==> src/rtl/mem_arb_pkg.sv <==
// Shared types for the unified-memory port arbiter.
// State encoding, port identifiers and watchdog sizing helper.
package mem_arb_pkg;

    typedef enum logic [1:0] {
        IDLE    = 2'd0,
        ACCESS  = 2'd1,
        RELEASE = 2'd2
    } arb_state_e;

    localparam logic PORT_CPU = 1'b0;
    localparam logic PORT_DBG = 1'b1;

    // Counter must be able to hold the value TIMEOUT itself.
    function automatic int wd_width(input int timeout);
        return (timeout < 1) ? 1 : $clog2(timeout + 1);
    endfunction

endpackage

==> src/rtl/rr_arb2.sv <==
// Two-way round-robin pick, purely combinational.
// With both requests up, the line that did not win last time is chosen.
module rr_arb2 (
    input  logic req0,
    input  logic req1,
    input  logic last_grant,
    output logic winner,
    output logic any
);

    always_comb begin
        any    = req0 | req1;
        winner = 1'b0;
        unique case (1'b1)
            (req0 && req1):  winner = ~last_grant;
            (req1 && !req0): winner = 1'b1;
            default:         winner = 1'b0;
        endcase
    end

endmodule

==> src/rtl/mem_port_arbiter.sv <==
// Single-port memory sharer for the CPU port and the debug/loader port.
// One access in flight at a time, round-robin under contention, watchdog.
module mem_port_arbiter
    import mem_arb_pkg::*;
#(
    parameter int ADDR_W  = 32,
    parameter int DATA_W  = 32,
    parameter int TIMEOUT = 255
) (
    input  logic              clk,
    input  logic              sys_rst,
    input  logic              r0_valid,
    input  logic              r0_we,
    input  logic [ADDR_W-1:0] r0_addr,
    input  logic [DATA_W-1:0] r0_wdata,
    output logic              r0_rdy,
    output logic [DATA_W-1:0] r0_rdata,
    output logic              r0_err,
    input  logic              r1_valid,
    input  logic              r1_we,
    input  logic [ADDR_W-1:0] r1_addr,
    input  logic [DATA_W-1:0] r1_wdata,
    output logic              r1_rdy,
    output logic [DATA_W-1:0] r1_rdata,
    output logic              r1_err,
    output logic              m_valid,
    output logic              m_we,
    output logic [ADDR_W-1:0] m_addr,
    output logic [DATA_W-1:0] m_wdata,
    input  logic              m_rdy,
    input  logic [DATA_W-1:0] m_rdata,
    output logic              grant,
    output logic              busy
);

    localparam int WD_W = wd_width(TIMEOUT);
    localparam logic [WD_W-1:0] TIMEOUT_C = WD_W'(TIMEOUT);
    localparam logic [WD_W-1:0] WD_ONE    = WD_W'(1);

    arb_state_e        state_q, state_d;
    logic              m_valid_q, m_valid_d;
    logic              m_we_q, m_we_d;
    logic [ADDR_W-1:0] m_addr_q, m_addr_d;
    logic [DATA_W-1:0] m_wdata_q, m_wdata_d;
    logic              grant_q, grant_d;
    logic              last_grant_q, last_grant_d;
    logic              busy_q, busy_d;
    logic [WD_W-1:0]   wd_q, wd_d;
    logic              r0_rdy_q, r0_rdy_d;
    logic              r1_rdy_q, r1_rdy_d;
    logic              r0_err_q, r0_err_d;
    logic              r1_err_q, r1_err_d;
    logic [DATA_W-1:0] r0_rdata_q, r0_rdata_d;
    logic [DATA_W-1:0] r1_rdata_q, r1_rdata_d;

    logic req_win;
    logic req_any;

    rr_arb2 u_rr_arb2 (
        .req0       (r0_valid),
        .req1       (r1_valid),
        .last_grant (last_grant_q),
        .winner     (req_win),
        .any        (req_any)
    );

    always_comb begin
        state_d      = state_q;
        m_valid_d    = m_valid_q;
        m_we_d       = m_we_q;
        m_addr_d     = m_addr_q;
        m_wdata_d    = m_wdata_q;
        grant_d      = grant_q;
        last_grant_d = last_grant_q;
        busy_d       = busy_q;
        wd_d         = wd_q;
        r0_rdata_d   = r0_rdata_q;
        r1_rdata_d   = r1_rdata_q;
        r0_rdy_d     = 1'b0;
        r1_rdy_d     = 1'b0;
        r0_err_d     = 1'b0;
        r1_err_d     = 1'b0;

        unique case (state_q)
            IDLE: begin
                if (req_any) begin
                    state_d   = ACCESS;
                    m_valid_d = 1'b1;
                    busy_d    = 1'b1;
                    grant_d   = req_win;
                    wd_d      = '0;
                    if (req_win == PORT_DBG) begin
                        m_we_d    = r1_we;
                        m_addr_d  = r1_addr;
                        m_wdata_d = r1_wdata;
                    end else begin
                        m_we_d    = r0_we;
                        m_addr_d  = r0_addr;
                        m_wdata_d = r0_wdata;
                    end
                end
            end

            // A real completion on the timeout cycle takes precedence.
            ACCESS: begin
                if (m_rdy || wd_q == TIMEOUT_C) begin
                    state_d   = RELEASE;
                    m_valid_d = 1'b0;
                    if (grant_q == PORT_CPU) begin
                        r0_rdy_d = 1'b1;
                        r0_err_d = ~m_rdy;
                        if (m_rdy && !m_we_q) begin
                            r0_rdata_d = m_rdata;
                        end
                    end else begin
                        r1_rdy_d = 1'b1;
                        r1_err_d = ~m_rdy;
                        if (m_rdy && !m_we_q) begin
                            r1_rdata_d = m_rdata;
                        end
                    end
                end else begin
                    wd_d = wd_q + WD_ONE;
                end
            end

            RELEASE: begin
                state_d      = IDLE;
                busy_d       = 1'b0;
                last_grant_d = grant_q;
            end

            default: begin
                state_d   = IDLE;
                m_valid_d = 1'b0;
                busy_d    = 1'b0;
            end
        endcase
    end

    always_ff @(posedge clk or posedge sys_rst) begin
        if (sys_rst) begin
            state_q      <= IDLE;
            m_valid_q    <= 1'b0;
            m_we_q       <= 1'b0;
            m_addr_q     <= '0;
            m_wdata_q    <= '0;
            grant_q      <= PORT_CPU;
            last_grant_q <= PORT_DBG;
            busy_q       <= 1'b0;
            wd_q         <= '0;
            r0_rdy_q     <= 1'b0;
            r1_rdy_q     <= 1'b0;
            r0_err_q     <= 1'b0;
            r1_err_q     <= 1'b0;
            r0_rdata_q   <= '0;
            r1_rdata_q   <= '0;
        end else begin
            state_q      <= state_d;
            m_valid_q    <= m_valid_d;
            m_we_q       <= m_we_d;
            m_addr_q     <= m_addr_d;
            m_wdata_q    <= m_wdata_d;
            grant_q      <= grant_d;
            last_grant_q <= last_grant_d;
            busy_q       <= busy_d;
            wd_q         <= wd_d;
            r0_rdy_q     <= r0_rdy_d;
            r1_rdy_q     <= r1_rdy_d;
            r0_err_q     <= r0_err_d;
            r1_err_q     <= r1_err_d;
            r0_rdata_q   <= r0_rdata_d;
            r1_rdata_q   <= r1_rdata_d;
        end
    end

    assign m_valid  = m_valid_q;
    assign m_we     = m_we_q;
    assign m_addr   = m_addr_q;
    assign m_wdata  = m_wdata_q;
    assign grant    = grant_q;
    assign busy     = busy_q;
    assign r0_rdy   = r0_rdy_q;
    assign r1_rdy   = r1_rdy_q;
    assign r0_err   = r0_err_q;
    assign r1_err   = r1_err_q;
    assign r0_rdata = r0_rdata_q;
    assign r1_rdata = r1_rdata_q;

endmodule

==> config.mk <==
export PLATFORM = sky130hd
export DESIGN_NAME = mem_port_arbiter
export DESIGN_NICKNAME = d
export VERILOG_FILES = /design/src/rtl/mem_arb_pkg.sv /design/src/rtl/rr_arb2.sv /design/src/rtl/mem_port_arbiter.sv
export SDC_FILE = /design/constraint.sdc
export NUM_CORES = 1
export LEC_CHECK = 0
export CAP_MARGIN = 5
export CELL_PAD_IN_SITES_DETAIL_PLACEMENT = 1
export CELL_PAD_IN_SITES_GLOBAL_PLACEMENT = 1
export CORE_MARGIN = 2
export CORE_UTILIZATION = 31
export CTS_CLUSTER_SIZE = 8
export DETAILED_ROUTE_END_ITERATION = 8
export GPL_ROUTABILITY_DRIVEN = 0
export PLACE_DENSITY = 0.81
export SYNTH_ARGS = -nofsm -noshare
export SYNTH_HDL_FRONTEND = slang
export SYNTH_SLANG_ARGS = --single-unit
==> constraint.sdc <==
create_clock -name clk -period 5.6 [get_ports clk]
set_clock_uncertainty 0.05 [all_clocks]
set_input_delay 1.12 -clock clk [delete_from_list [all_inputs] [get_ports clk]]
set_output_delay 1.12 -clock clk [all_outputs]
set_load 0.01 [all_outputs]
==> load_flow_metrics.sql <==
INSERT INTO impl_metrics (metric_group, metric, value, unit) VALUES
('detailed_routing', 'detail_route.iter0.violations', '155', ''),
('detailed_routing', 'detailroute.wirelength.met3', '1690', 'um'),
('synthesis', 'synth_adder_area_share', '0.00203', ''),
('die', 'placementRows', '51', ''),
('synthesis', 'number_of_enable_type_register_cells_in_the_synthesized_netlist', '0', ''),
('detailed_routing', 'routed_wire_length_per_instance', '17.5', 'um'),
('finish', 'area.growth.synth_to_final', '61.9', '%'),
('critical_path', 'timing.critical_path.fanout_max', '8', ''),
('detailed_routing', 'viasPerCell', '4.70', ''),
('outcome', 'outcome', 'finished, final reports clean', ''),
('detailed_routing', 'routed-via-count', '5048', ''),
('run', 'max_cap_violations', '0', ''),
('timing', 'fmax', '365', 'MHz'),
('global_routing', 'grt_max_degree', '81', ''),
('synthesis', 'yosysSeqAreaShare', '0.596', ''),
('synthesis', 'postSynthCellCount', '499', ''),
('critical_path', 'worstReg2RegEnd', 'r0_rdata[0]$_DFFE_PP0P_', ''),
('min_path', 'holdCritPathClass', 'reg -> reg', ''),
('finish', 'drive_above_1_share', '0.135', ''),
('critical_path', 'cp_num_buf_inv', '1', ''),
('min_path', 'hold_ep', 'm_addr[28]$_DFFE_PP0P_', ''),
('synthesis', 'synth_top_family_by_area', 'multiplexers', ''),
('cts', 'tritoncts_clock_tree', 'done', ''),
('timing', 'finalSetupViolations', '0', ''),
('critical_path', 'worst-path-stages', '1', ''),
('min_path', 'hold-path-cell-count', '2', ''),
('global_routing', 'first_global_vias', '5383', ''),
('timing', 'slew_violations', '0', ''),
('detailed_routing', 'dr.max_layer_used', 'met4', ''),
('timing', 'setup_total_negative_slack', '0', 'ns'),
('global_routing', 'grt_util_all_layers', '0.184', ''),
('synthesis', 'synth_unique_cells', '40', ''),
('timing', 'hold_viol_final', '0', ''),
('critical_path', 'worst-r2r-cell-count', '4', ''),
('critical_path', 'cpMaxStageDelayCell', 'sky130_fd_sc_hd__clkdlybuf4s50_1', ''),
('synthesis', 'syn_avg_cell_area', '12.4', 'um^2'),
('finish', 'nNetsFinal', '966', ''),
('die', 'io_pins', '303', ''),
('synthesis', 'post_synth_mux_area_share', '0.222', ''),
('cts', 'cts.sink_count', '147', ''),
('synthesis', 'post_synth_and_or_nand_nor_area_fraction', '0.0667', ''),
('critical_path', 'critical_path_arrival', '1.57', 'ns'),
('timing', 'rsz0062_at_grt', 'false', ''),
('finish', 'design_area', '10000', 'um^2'),
('cts', 'cts_root_buf', 'sky130_fd_sc_hd__clkbuf_16', ''),
('detailed_routing', 'route.layer.met1.wl', '7790', 'um'),
('synthesis', 'synth.top_cells.by_area', 'sky130_fd_sc_hd__dfrtp_1, sky130_fd_sc_hd__mux2_2, sky130_fd_sc_hd__mux2i_1, sky130_fd_sc_hd__o21ai_0, sky130_fd_sc_hd__nand2_1', ''),
('global_routing', 'grt_pass1_wl', '30600', 'um'),
('detailed_routing', 'route.met2.wl', '9050', 'um'),
('critical_path', 'cp_slowest_stage_delay', '0.62', 'ns'),
('global_routing', 'grt-ovfl-total', '0', ''),
('synthesis', 'synth.ff_latch_count', '147', ''),
('cts', 'largest_buffer_count_on_any_clock_path', '2', ''),
('synthesis', 'synth_compound_gate_area_share', '0.0837', ''),
('critical_path', 'cp.required', '4.43', 'ns'),
('critical_path', 'startpoint_type_of_the_worst_setup_path', 'flop', ''),
('placement', 'placed_area', '9460', 'um^2'),
('critical_path', 'cells_along_the_critical_path', 'clkdlybuf4s50_1', ''),
('cts', 'cts_inserted_buffers', '17', ''),
('die', 'initial_core_util', '0.316', ''),
('critical_path', 'crit-reg2reg-launch', 'state_q[1]$_DFFE_PP0P_', ''),
('critical_path', 'setup.worst_path.end_class', 'primary output', ''),
('finish', 'filler_cell_count', '2058', ''),
('synthesis', 'synth_commonest_cells', 'sky130_fd_sc_hd__dfrtp_1, sky130_fd_sc_hd__o21ai_0, sky130_fd_sc_hd__nand2_1, sky130_fd_sc_hd__mux2i_1, sky130_fd_sc_hd__mux2_2', ''),
('cts', 'clock_tree.htree_level_count', '4', ''),
('synthesis', 'synthesis.yosys.warnings', '0', ''),
('die', 'die_height', '145', 'um'),
('cts', 'cts.repair_timing.setup_buffer_count', '0', ''),
('cts', 'clk_pin_slew_worst_paths', '0.06', 'ns'),
('critical_path', 'worst_path_dominant_cell_family', 'buffers and inverters', ''),
('power_and_ir_drop', 'vdd_ir_drop_max', '259', 'uV');
[cell families (layout without fill, tap and decap cells)]
group | count (synthesis) | count (layout)
compound gates | 93 | 93
fa+ha+maj | 1 | 1
buf+inv | 36 | 347
flops | 147 | 147
mux | 129 | 129
simple gates | 93 | 93
[how the worst max path moves through the flow]
stage                            end              start  slack, ns
2_1_floorplan       busy$_DFFE_PP0P_            sys_rst       0.48
3_3_place_gp   m_addr[8]$_DFFE_PP0P_           r1_valid       2.47
3_5_place_dp   m_addr[9]$_DFFE_PP0P_           r1_valid       2.43
4_1_cts                         m_we   m_we$_DFFE_PP0P_       2.82
5_1_grt          wd_q[1]$_DFFE_PP0P_           r0_valid       2.73
6_report                       grant  grant$_DFFE_PP0P_       2.86
[cells in the final DEF, fill, tap and decap left out, types with 5 or more instances in the layout]
master,n
sky130_fd_sc_hd__mux2_2,63
sky130_fd_sc_hd__buf_4,8
sky130_fd_sc_hd__clkdlybuf4s50_1,302
sky130_fd_sc_hd__mux2i_1,65
sky130_fd_sc_hd__dfrtp_1,146
sky130_fd_sc_hd__inv_1,5
sky130_fd_sc_hd__nand2_1,70
sky130_fd_sc_hd__clkbuf_16,17
sky130_fd_sc_hd__o21ai_0,72
sky130_fd_sc_hd__nand3_1,7
[sequential cells by signal, summed over array words and instances, names as in the netlist]
register / count
grant: 1
r1_rdata: 32
r1_rdy: 1
state_q: 2
m_valid: 1
last_grant_q: 1
busy: 1
m_wdata: 32
m_we: 1
r0_err: 1
wd_q: 8
r0_rdata: 32
r1_err: 1
r0_rdy: 1
m_addr: 32
[stage by stage]
stage                     instances  utilization  worst slack [ns]  hold slack (ns)  power [mW]
after floorplan                 499            -             0.480            0.429        2.83
after global placement         1044        0.484              2.47            0.410        4.10
after detailed placement       1044        0.484              2.43            0.420        4.20
after CTS                      1075        0.512              2.82            0.433        5.28
after global routing           1075        0.512              2.73            0.452        5.54
final                          1075        0.512              2.86            0.427        5.19
[routing by layer]
metal,vias to the layer above,GRT usage
met5,-,0
met4,0,0.0544
li1,2346,-
met2,237,0.304
met1,2446,0.222
met3,19,0.0755
[area by class of cell]
cell class	count	area, um^2	share of cell area
inverter	6	27.5	0.00275
tap	265	332	0.0332
clock buffer	19	433	0.0433
sequential	147	3680	0.368
clock inverter	12	108	0.0108
multi-input combinational	316	2330	0.234
timing repair buffer	310	3080	0.308
[where the power goes]
part | switching [mW] | internal [mW] | total (mW)
clock | 0.443 | 0.609 | 1.05
sequential | 0.297 | 1.57 | 1.87
combinational | 0.974 | 1.30 | 2.27
total | 1.72 | 3.48 | 5.19
Power figures use the tool's default switching activity.
